### config.mk
export PLATFORM = sky130hd
export DESIGN_NAME = vga_timing_gen_flat
export DESIGN_NICKNAME = d
export VERILOG_FILES = /design/src/rtl/vga_timing_gen_if.sv /design/src/rtl/vga_timing_gen.sv /design/src/flat_wrapper.sv
export SDC_FILE = /design/constraint.sdc
export NUM_CORES = 1
export LEC_CHECK = 0
export CAP_MARGIN = 20
export CORE_AREA = 2 2 45 89
export CTS_BUF_LIST = sky130_fd_sc_hd__clkbuf_16
export DETAILED_ROUTE_END_ITERATION = 10
export DIE_AREA = 0 0 47 91
export GPL_ROUTABILITY_DRIVEN = 0
export PLACE_DENSITY = 0.8
export SYNTH_ARGS = -nofsm -noshare
export SYNTH_HDL_FRONTEND = slang
export SYNTH_SLANG_ARGS = --single-unit
### constraint.sdc
create_clock -name Clk -period 4.1 [get_ports Clk]
set_clock_uncertainty 0.05 [all_clocks]
set_input_delay 1.23 -clock Clk [delete_from_list [all_inputs] [get_ports Clk]]
set_output_delay 1.23 -clock Clk [all_outputs]
set_load 0.03 [all_outputs]
### src/rtl/vga_timing_gen_if.sv
// vga_timing_gen_if
//   Bundle of raster timing outputs produced by vga_timing_gen.
//   master : the timing generator (drives everything)
//   slave  : pixel/display pipeline consumers (read everything)
//   Signals:
//     hcount/vcount        current pixel column / line (CW bits)
//     hsync/vsync          sync outputs at the generator's configured polarity
//     hblank/vblank/de     blanking flags and data enable
//     line_start           1-cycle pulse when hcount becomes 0
//     frame_start          1-cycle pulse when (hcount,vcount) becomes (0,0)
//     frame_cnt            frames started since reset (only with VGA_TIMING_FRAME_CNT_EN)
interface vga_timing_gen_if #(
  parameter int CW = 11
);
  logic [CW-1:0] hcount;
  logic [CW-1:0] vcount;
  logic          hsync;
  logic          vsync;
  logic          hblank;
  logic          vblank;
  logic          de;
  logic          line_start;
  logic          frame_start;
`ifdef VGA_TIMING_FRAME_CNT_EN
  logic [15:0]   frame_cnt;
`endif

  modport master (
    output hcount, vcount, hsync, vsync, hblank, vblank, de, line_start, frame_start
`ifdef VGA_TIMING_FRAME_CNT_EN
    , output frame_cnt
`endif
  );

  modport slave (
    input hcount, vcount, hsync, vsync, hblank, vblank, de, line_start, frame_start
`ifdef VGA_TIMING_FRAME_CNT_EN
    , input frame_cnt
`endif
  );
endinterface

### src/rtl/vga_timing_gen.sv
// vga_timing_gen
//   Parametrised raster timing generator (one horizontal and one vertical
//   counter). All outputs are registered and describe the hcount/vcount
//   presented in the same cycle. A pixel enable lets a fast clock drive a
//   slower pixel rate.
//   Optional feature macro: VGA_TIMING_FRAME_CNT_EN adds a 16-bit frame counter.
//   Ports:
//     Clk    in   rising-edge clock
//     Rst_n  in   asynchronous active-low reset
//     En     in   pixel enable; raster advances one pixel per enabled cycle
//     vid    master modport of vga_timing_gen_if carrying all timing outputs
module vga_timing_gen #(
  parameter int H_ACTIVE = 640,
  parameter int H_FP     = 16,
  parameter int H_SYNC   = 96,
  parameter int H_BP     = 48,
  parameter int V_ACTIVE = 480,
  parameter int V_FP     = 10,
  parameter int V_SYNC   = 2,
  parameter int V_BP     = 33,
  parameter bit HS_POL   = 1'b0,
  parameter bit VS_POL   = 1'b0,
  parameter int CW       = 11
) (
  input  logic            Clk,
  input  logic            Rst_n,
  input  logic            En,
  vga_timing_gen_if.master vid
);

  localparam int H_TOTAL  = H_ACTIVE + H_FP + H_SYNC + H_BP;
  localparam int V_TOTAL  = V_ACTIVE + V_FP + V_SYNC + V_BP;
  localparam int HS_START = H_ACTIVE + H_FP;
  localparam int HS_END   = HS_START + H_SYNC;
  localparam int VS_START = V_ACTIVE + V_FP;
  localparam int VS_END   = VS_START + V_SYNC;
  localparam int MAX_TOT  = (H_TOTAL > V_TOTAL) ? H_TOTAL : V_TOTAL;

  localparam logic [CW-1:0] H_LAST   = CW'(H_TOTAL - 1);
  localparam logic [CW-1:0] V_LAST   = CW'(V_TOTAL - 1);
  localparam logic [CW-1:0] H_ACT_C  = CW'(H_ACTIVE);
  localparam logic [CW-1:0] V_ACT_C  = CW'(V_ACTIVE);
  localparam logic [CW-1:0] HS_STA_C = CW'(HS_START);
  localparam logic [CW-1:0] HS_END_C = CW'(HS_END);
  localparam logic [CW-1:0] VS_STA_C = CW'(VS_START);
  localparam logic [CW-1:0] VS_END_C = CW'(VS_END);

  // Refuse to elaborate a mode the counters cannot represent.
  generate
    if ((H_ACTIVE == 0) || (H_FP == 0) || (H_SYNC == 0) || (H_BP == 0) ||
        (V_ACTIVE == 0) || (V_FP == 0) || (V_SYNC == 0) || (V_BP == 0) ||
        ((longint'(1) << CW) < longint'(MAX_TOT))) begin : g_param_check
      $error("vga_timing_gen: zero timing parameter or CW too small for totals");
    end
  endgenerate

  typedef enum logic {IDLE, RUN} state_e;

  state_e        state_q, state_d;
  logic [CW-1:0] hcount_q, hcount_d;
  logic [CW-1:0] vcount_q, vcount_d;
  logic          hsync_q, hsync_d;
  logic          vsync_q, vsync_d;
  logic          hblank_q, hblank_d;
  logic          vblank_q, vblank_d;
  logic          de_q, de_d;
  logic          line_start_q, line_start_d;
  logic          frame_start_q, frame_start_d;
  logic          running;

  always_ff @(posedge Clk or negedge Rst_n) begin
    if (!Rst_n) state_q <= IDLE;
    else        state_q <= state_d;
  end

  always_comb begin
    state_d = state_q;
    case (state_q)
      IDLE:    if (En) state_d = RUN;
      RUN:     state_d = RUN;
      default: state_d = IDLE;
    endcase
  end

  // Next counts first, then every flag is decoded from the next counts so the
  // registered flags line up with the registered counts. On the IDLE->RUN edge
  // the raster starts at (0,0) without incrementing.
  always_comb begin
    hcount_d      = hcount_q;
    vcount_d      = vcount_q;
    line_start_d  = 1'b0;
    frame_start_d = 1'b0;
    case (state_q)
      IDLE: begin
        if (En) begin
          hcount_d      = '0;
          vcount_d      = '0;
          line_start_d  = 1'b1;
          frame_start_d = 1'b1;
        end
      end
      RUN: begin
        if (En) begin
          if (hcount_q == H_LAST) begin
            hcount_d     = '0;
            line_start_d = 1'b1;
            if (vcount_q == V_LAST) begin
              vcount_d      = '0;
              frame_start_d = 1'b1;
            end else begin
              vcount_d = vcount_q + CW'(1);
            end
          end else begin
            hcount_d = hcount_q + CW'(1);
          end
        end
      end
      default: ;
    endcase

    // Held counts in RUN decode to the same flags, so En=0 holds everything.
    running  = (state_d == RUN);
    hblank_d = !running || (hcount_d >= H_ACT_C);
    vblank_d = !running || (vcount_d >= V_ACT_C);
    de_d     = !hblank_d && !vblank_d;
    hsync_d  = (running && (hcount_d >= HS_STA_C) && (hcount_d < HS_END_C)) ? HS_POL : ~HS_POL;
    vsync_d  = (running && (vcount_d >= VS_STA_C) && (vcount_d < VS_END_C)) ? VS_POL : ~VS_POL;
  end

  always_ff @(posedge Clk or negedge Rst_n) begin
    if (!Rst_n) begin
      hcount_q      <= '0;
      vcount_q      <= '0;
      hsync_q       <= ~HS_POL;
      vsync_q       <= ~VS_POL;
      hblank_q      <= 1'b1;
      vblank_q      <= 1'b1;
      de_q          <= 1'b0;
      line_start_q  <= 1'b0;
      frame_start_q <= 1'b0;
    end else begin
      hcount_q      <= hcount_d;
      vcount_q      <= vcount_d;
      hsync_q       <= hsync_d;
      vsync_q       <= vsync_d;
      hblank_q      <= hblank_d;
      vblank_q      <= vblank_d;
      de_q          <= de_d;
      line_start_q  <= line_start_d;
      frame_start_q <= frame_start_d;
    end
  end

  assign vid.hcount      = hcount_q;
  assign vid.vcount      = vcount_q;
  assign vid.hsync       = hsync_q;
  assign vid.vsync       = vsync_q;
  assign vid.hblank      = hblank_q;
  assign vid.vblank      = vblank_q;
  assign vid.de          = de_q;
  assign vid.line_start  = line_start_q;
  assign vid.frame_start = frame_start_q;

`ifdef VGA_TIMING_FRAME_CNT_EN
  logic [15:0] frame_cnt_q;

  // Counts on the same edge that raises frame_start, so frame 1 reads 1.
  always_ff @(posedge Clk or negedge Rst_n) begin
    if (!Rst_n)             frame_cnt_q <= '0;
    else if (frame_start_d) frame_cnt_q <= frame_cnt_q + 16'd1;
  end

  assign vid.frame_cnt = frame_cnt_q;
`endif

endmodule
### src/flat_wrapper.sv
// flat-port wrapper written by rule: the top's interface ports become plain ports
module vga_timing_gen_flat 
#(
  parameter int H_ACTIVE = 640,
  parameter int H_FP     = 16,
  parameter int H_SYNC   = 96,
  parameter int H_BP     = 48,
  parameter int V_ACTIVE = 480,
  parameter int V_FP     = 10,
  parameter int V_SYNC   = 2,
  parameter int V_BP     = 33,
  parameter bit HS_POL   = 1'b0,
  parameter bit VS_POL   = 1'b0,
  parameter int CW       = 11
)
  (Clk, Rst_n, En, vid_hcount, vid_vcount, vid_hsync, vid_vsync, vid_hblank, vid_vblank, vid_de, vid_line_start, vid_frame_start);
  vga_timing_gen_if #(.CW(CW)) vid_i ();
  input  logic Clk;
  input  logic Rst_n;
  input  logic En;
  output wire logic [$bits(vid_i.hcount)-1:0] vid_hcount;
  output wire logic [$bits(vid_i.vcount)-1:0] vid_vcount;
  output wire logic [$bits(vid_i.hsync)-1:0] vid_hsync;
  output wire logic [$bits(vid_i.vsync)-1:0] vid_vsync;
  output wire logic [$bits(vid_i.hblank)-1:0] vid_hblank;
  output wire logic [$bits(vid_i.vblank)-1:0] vid_vblank;
  output wire logic [$bits(vid_i.de)-1:0] vid_de;
  output wire logic [$bits(vid_i.line_start)-1:0] vid_line_start;
  output wire logic [$bits(vid_i.frame_start)-1:0] vid_frame_start;
  assign vid_hcount = vid_i.hcount;
  assign vid_vcount = vid_i.vcount;
  assign vid_hsync = vid_i.hsync;
  assign vid_vsync = vid_i.vsync;
  assign vid_hblank = vid_i.hblank;
  assign vid_vblank = vid_i.vblank;
  assign vid_de = vid_i.de;
  assign vid_line_start = vid_i.line_start;
  assign vid_frame_start = vid_i.frame_start;
  vga_timing_gen #(.H_ACTIVE(H_ACTIVE), .H_FP(H_FP), .H_SYNC(H_SYNC), .H_BP(H_BP), .V_ACTIVE(V_ACTIVE), .V_FP(V_FP), .V_SYNC(V_SYNC), .V_BP(V_BP), .HS_POL(HS_POL), .VS_POL(VS_POL), .CW(CW)) u_core (.Clk(Clk), .Rst_n(Rst_n), .En(En), .vid(vid_i));
endmodule
==> out/metrics.yaml, run 1 <==
detailed_routing:
  wl_um: 4904
  first_iter_violations: 48
  wire_per_inst_um: 17.58
  firstDrtPassIters: 4
  num_vias: 1727
  postRouteAntennaNets: 0
  viasPerCell: 6.190
  remaining_drc_errors: 0
power:
  switching_share: 0.3150
  clockPowerShare: 0.386
  intPower_uw: 617.5
  pwr-share-comb: 0.203
  power-per-cell-area_nw_per_um2: 382.6
  pwr-share-seq: 0.411
  ir_worst_vdd_v: 0.0003224
  power_switching_uw: 283.9
  p_leak_uw: 0.001019
floorplanning:
  std_cell_rows: 31
  dieArea_um2: 4277
  ioPinCount: 32
  core-area_um2: 3568
  die_h_um: 91
  die_w_um: 47
  start_util: 0.5252
clock_tree:
  postCtsHoldBufs: 0
  cts-root-buf: "clkbuf_16"
  post_cts_resized: 0
  post_cts_buffers: 0
  cts_tree: "done"
  clk_pin_slew_ps: 50
  cts_buffers: 5
  clk_latency_ps: 280
  cts-htree-levels: 2
  cts_buffer_depth: 2
  cts_sinks: 30
global_route:
  grtUsageMet1: 0.3086
  grt_pass1_vias: 1678
  met3_usage: 0.04771
  track_usage: 0.2672
  antenna_found_initial: 0
  grt_max_degree: 31
  grt_busiest_layer: "met2"
  met2_usage: 0.4292
  grt_pass1_wl_um: 8273
  grt-ovfl-total: 0
synth:
  synth_top_family_by_area: "simple AND/OR/NAND/NOR gates"
  synth_cell_types: 57
  synth_area_um2: 1874
  netlist_instances: 198
  synth_xor_area_frac: 0.02336
  synth_top_area_frac: 0.3471
  synth_fp_nets: 204
  synth_top_area_cell: "dfrtp_1"
  muxShareOfSynthArea: 0.02670
  ys.flop_type: "dfrtp_1"
  seq_area_frac_synth: 0.4032
  async_reset_ff_frac: 1.000
  ys_warn_count: 0
  synth-seq-cells: 30
  synth_compound_area_frac: 0.1829
  synthSimpleGateAreaFrac: 0.2884
  synth_edf_count: 0
  avgSynthCellArea_um2: 9.466
  synthAdderAreaFrac: 0.02003
  synth.top_cells.by_area: "dfrtp_1, dfstp_2, nand2_1, nand3_1, nand4_1"
place:
  dp_cells: 271
  placed_cell_area_um2: 2217
  hpwlAfterDp_um: 3469
  numPortBuffers: 31
layout:
  fillers: 309
  fin_cells: 279
  multi_input_area_um2: 1015
  stdcell_area_um2: 2356
  ff_latch_area_um2: 755.7
  area_growth_pct: 25.70
  nets: 235
  n_antenna_cell: 0
  final_layout_size_suffix_gt1_frac: 0.1261
worst_setup_path:
  endpoint_kind: "register"
  crit_chain: "clkdlybuf4s50_1 -> buf_4 -> clkinv_1 -> nor4_1 -> a32o_1 -> a31oi_2 -> a211oi_2 -> nand4_1"
  cp_data_required_time_ps: 4240
  crit_slowest_cell: "clkdlybuf4s50_1"
  cp_max_fo: 16
  crit_type: "input port to register"
  cp.arrival_ps: 3350
  worstSetupStartpointType: "input port"
  slowest_delay_ps: 570
sta:
  setup_viol: 0
  hold_ws_ps: 546.4
  hold_viol_final: 0
  finalCritPeriodShare: 0.7848
  min_period_ps: 3218
  maxSlewViolCount: 0
  worstMarginPinSlew_ps: 532.6
  rsz0062_at_grt: "no"
  slew-limit-headroom: 0.6419
  tns_ps: 0
  max_freq_mhz: 310.8
min_path:
  hp-class: "register to register"
outcome:
  status: "finished clean"
flow_run:
  max_cap_violations: 0
[metal layers]
metal  part of all wire  routed length (um)
met1               0.35                1737
met2               0.55                2699
met3              0.046                 225
met4              0.049                 241
met5                  0                   0
[registers in the layout (all words and copies together) (netlist names)]
register	cells
u_core.vid.hcount	11
u_core.vid.vcount	11
u_core.state_q	1
u_core.vid.de	1
u_core.vid.frame_start	1
u_core.vid.hblank	1
u_core.vid.hsync	1
u_core.vid.line_start	1
u_core.vid.vblank	1
u_core.vid.vsync	1
[cells by family (layout without fill, tap and decap cells)]
logic type,Yosys count,in the layout
XOR/XNOR,5,5
adder cells (fa/ha/maj),3,3
multiplexers,5,5
buffers and inverters,22,54
flip-flops,30,30
AO/OA/AOI/OAI,46,46
AND/OR/NAND/NOR,87,87
[layout by cell type, fill, tap and decap left out, types with 2 or more instances in the layout]
cell type         n
a211oi_1          2
a21oi_1           3
a31oi_1           3
and3_1            2
and3b_1           2
and4_1            5
buf_4             5
clkbuf_16         5
clkdlybuf4s50_1  31
clkinv_2          2
dfrtp_1          26
dfstp_2           4
ha_1              3
inv_1            10
mux2i_1           5
nand2_1          22
nand2b_1          5
nand3_1          12
nand4_1           9
nor2_1           10
nor3_1            4
nor4_1            3
o211ai_1          2
o21a_1            2
o21ai_0           9
o21ai_2           2
o22ai_1           2
o2bb2ai_1         3
o31ai_1           5
or4_1             2
xnor2_1           3
xor2_1            2
[synth_stat cells, types with 4 or more instances]
library cell	instances
nand3_1	12
dfstp_2	4
and4_1	5
buf_4	4
nand4_1	9
inv_1	9
dfrtp_1	26
nor3_1	4
buf_2	5
nand2b_1	5
nor2_1	10
o31ai_1	5
o21ai_0	9
nand2_1	22
mux2i_1	5
[through the flow]
step	setup WS [ps]	power, uW	utilization
6_report	882.5	901.4	0.6602
5_1_grt	582.2	937.0	0.6602
4_1_cts	901.1	904.5	0.6602
3_5_place_dp	640.7	553.9	0.6213
3_3_place_gp	683.5	550.3	0.6213
2_1_floorplan	1487	479.2	-
[path summary, 6_finish.rpt]
path / startpoint / to / slack (ps) / cells past startpoint
worst max-delay path: En / u_core.vid.vsync$_DFF_PN1_ / 880 / 8
worst min-delay path: u_core.vid.hcount[1]$_DFF_PN0_ / u_core.vid.hcount[1]$_DFF_PN0_ / 550 / 1
worst max register to register: u_core.vid.hcount[0]$_DFF_PN0_ / u_core.vid.de$_DFF_PN0_ / 1820 / 7
worst min register to register: u_core.vid.hcount[1]$_DFF_PN0_ / u_core.vid.hcount[1]$_DFF_PN0_ / 550 / 1
max in group asynchronous: Rst_n / u_core.vid.vsync$_DFF_PN1_ / 2380 / 2
min in group asynchronous: Rst_n / u_core.vid.vcount[5]$_DFF_PN0_ / 1290 / 2
[power by group through the flow]
stage,registers (uW),clock network [uW],logic [uW]
finish,370,348,183
detailed placement,371,0,183
floorplan,398,0,81.1
global placement,370,0,180
global route,374,364,198
CTS,368,353,184
[area by class of cell]
class,instances,share of cell area
clock buffer,5,0.05311
clock inverter,3,0.005842
inverter,10,0.01593
multi-input combinational,146,0.4307
sequential,30,0.3208
tap,49,0.02602
timing repair buffer,36,0.1476
[worst max-delay path, delay by kind of cell]
family / cells / cell delay (ps)
simple gates: 2 / 470
compound gates: 3 / 560
buf+inv: 3 / 1090
(Power assumes the default switching activity.)
==> run 2: changes to the inputs <==
CORE_AREA = 2 2 46 90   (was 2 2 45 89)
DIE_AREA = 0 0 48 92   (was 0 0 47 91)
PLACE_DENSITY = 0.78   (was 0.8)
clock period = 3 ns   (was 4.1 ns; I/O delays follow)
==> run 2 against run 1 <==
Net effect:
- core utilization fell by 3.0 points
- non-clock buffer count rose by 3
- first-iteration DRC count fell by 21%
- combinational power rose by 40%
- critical path type unchanged
- highest routed layer unchanged
==> out/metrics.yaml, run 2 (synthesis results as in run 1) <==
worst_setup_path:
  ff2ff_setup_slack_ps: 690  # was 1820 ps
  crit_end: "u_core.vid.vsync$_DFF_PN1_"  # unchanged
  crit_type: "input port to register"  # unchanged
  r2r-start: "u_core.state_q$_DFF_PN0_"  # was u_core.vid.hcount[0]$_DFF_PN0_
  critical-path-top-delay-family: "simple AND/OR/NAND/NOR gates"  # was buffers and inverters
  worstSetupStartpointType: "input port"  # unchanged
  crit_slowest_cell: "clkdlybuf4s50_1"  # unchanged
  reg2reg_to: "u_core.vid.de$_DFF_PN0_"  # unchanged
  critPathLaunch: "En"  # unchanged
  crit_chain: "clkdlybuf4s50_1 -> and4_1 -> nand3_1 -> nor4b_1 -> o21ai_2 -> a211oi_2 -> nand4_1"  # was clkdlybuf4s50_1 -> buf_4 -> clkinv_1 -> nor4_1 -> a32o_1 -> a31oi_2 -> a211oi_2 -> nand4_1
  path_buf_inv: 1  # was 3
  cp_data_required_time_ps: 3130  # was 4240 ps
  slowest_delay_ps: 570  # about the same
  cp.arrival_ps: 2830  # was 3350 ps
  cp_max_fo: 5  # was 16
  r2r_cells: 6  # was 7
  endpoint_kind: "register"  # unchanged
  path_depth: 7  # was 8
clock_tree:
  cts_tree: "done"  # unchanged
  post_cts_buffers: 0  # unchanged
  postCtsHoldBufs: 0  # unchanged
  post_cts_resized: 0  # unchanged
  cts_sinks: 30  # unchanged
  clk_latency_ps: 280  # about the same
  cts-root-buf: "clkbuf_16"  # unchanged
  cts_buffers: 5  # unchanged
  clk_pin_slew_ps: 50  # about the same
  cts-htree-levels: 2  # unchanged
  cts_buffer_depth: 2  # unchanged
sta:
  maxSlewViolCount: 0  # unchanged
  worstMarginPinSlew_ps: 532.1  # was 532.6 ps
  setup_ws_ps: 299.5  # was 882.5 ps
  rsz0062_at_grt: "no"  # unchanged
  min_period_ps: 2700
  setup_viol: 0  # unchanged
  tns_ps: 0  # unchanged
  finalCritPeriodShare: 0.9002
  hold_viol_final: 0  # unchanged
  max_freq_mhz: 370.3
  slew-limit-headroom: 0.6453  # was 0.6419
floorplanning:
  die_w_um: 48  # was 47 um
  dieArea_um2: 4416  # was 4277 um2
  core-area_um2: 3804  # was 3568 um2
  die_h_um: 92  # was 91 um
  start_util: 0.4928  # was 0.5252
  std_cell_rows: 32  # was 31
  ioPinCount: 32  # unchanged
layout:
  final_cell_mix: "clkdlybuf4s50_1, dfrtp_1, nand2_1, nand3_1, nor2_1"  # was clkdlybuf4s50_1, dfrtp_1, nand2_1, nand3_1
  multi_input_area_um2: 1015  # unchanged
  final_common_cell: "clkdlybuf4s50_1"  # unchanged
  nets: 238  # was 235
  final_layout_size_suffix_gt1_frac: 0.1373  # was 0.1261
  n_antenna_cell: 0  # unchanged
  area_growth_pct: 27.84  # was 25.70%
  ff_latch_area_um2: 755.7  # unchanged
  fillers: 341  # was 309
global_route:
  grt_pass1_wl_um: 8245  # was 8273 um
  grt_max_degree: 31  # unchanged
  grt_pass1_vias: 1673  # was 1,678
  grt-ovfl-total: 0  # unchanged
  antenna_found_initial: 0  # unchanged
  track_usage: 0.2596  # was 0.2672
place:
  place_ws_ps: 21.96  # was 640.7 ps
  hpwlAfterDp_um: 3564  # was 3469 um
  numPortBuffers: 31  # unchanged
flow_run:
  max_cap_violations: 0  # unchanged
detailed_routing:
  viasPerCell: 6.116  # was 6.190
  first_iter_violations: 38  # was 48
  remaining_drc_errors: 0  # unchanged
  wl_um: 4922  # was 4904 um
  num_vias: 1737  # was 1,727
  postRouteAntennaNets: 0  # unchanged
  firstDrtPassIters: 4  # unchanged
  wire_per_inst_um: 17.33  # was 17.58 um
power:
  finalPower_uw: 1240  # was 901.4 uW
  power-per-cell-area_nw_per_um2: 517.7  # was 382.6 nW/um2
  p_leak_uw: 0.001031  # was 0.001019 uW
  ir_worst_vdd_v: 0.0004038  # was 0.0003224 V
min_path:
  worstHoldPathCells: 1  # unchanged
  hp-class: "register to register"  # unchanged
outcome:
  status: "finished clean"  # unchanged
[run 2: cell types whose count changed in the layout (fill, tap and decap cells not counted)]
| cell | change |
|---|---|
| buf_12 | +1 |
| clkinvlp_4 | +1 |
| inv_1 | -1 |
| buf_4 | +2 |
| clkinv_2 | -1 |
| clkinv_1 | +1 |
[run 2: worst min-delay path by stage]
stage                                               from                        endpoint  slack, ps
after floorplan                                    Rst_n        u_core.state_q$_DFF_PN0_        550
after global placement    u_core.vid.hcount[1]$_DFF_PN0_  u_core.vid.hcount[1]$_DFF_PN0_        520
after detailed placement  u_core.vid.hcount[1]$_DFF_PN0_  u_core.vid.hcount[1]$_DFF_PN0_        520
after CTS                 u_core.vid.hcount[1]$_DFF_PN0_  u_core.vid.hcount[1]$_DFF_PN0_        530
after global routing      u_core.vid.hcount[1]$_DFF_PN0_  u_core.vid.hcount[1]$_DFF_PN0_        560
final                     u_core.vid.hcount[1]$_DFF_PN0_  u_core.vid.hcount[1]$_DFF_PN0_        520
[run 2: where the power goes]
| part | internal (uW) | total [uW] | switching [uW] | leakage, uW |
|---|---|---|---|---|
| registers | 437 | 500 | 63.1 | 0.000355 |
| logic | 111 | 256 | 146 | 0.000608 |
| clock network | 302 | 485 | 183 | 0.0000672 |
[run 2: layout make-up]
| class | instances | area share |
|---|---|---|
| clock buffers | 5 | 0.05222 |
| inverters | 10 | 0.01567 |
| clock inverters | 3 | 0.006789 |
| flip-flops and latches | 30 | 0.3154 |
| well taps | 51 | 0.02663 |
| multi-input cells | 146 | 0.4235 |
| repair buffers | 39 | 0.1598 |
[run 2: through the flow]
stage | hold WS [ps] | utilization | std cells | area (um2)
after detailed placement | 516.6 | 0.5928 | 276 | 2255
after CTS | 529.5 | 0.6299 | 284 | 2396
after global placement | 520.0 | 0.5928 | 276 | 2255
after global routing | 560.7 | 0.6299 | 284 | 2396
final | 522.5 | 0.6299 | 284 | 2396
after floorplan | 554.4 | - | 198 | 1874
[run 2: per-layer routing]
layer,part of all wire,vias to the layer above,track usage
met5,0,-,0
met4,0.049,0,0.1644
met3,0.037,16,0.03346
met2,0.55,57,0.4089
met1,0.36,841,0.3091
li1,-,823,-
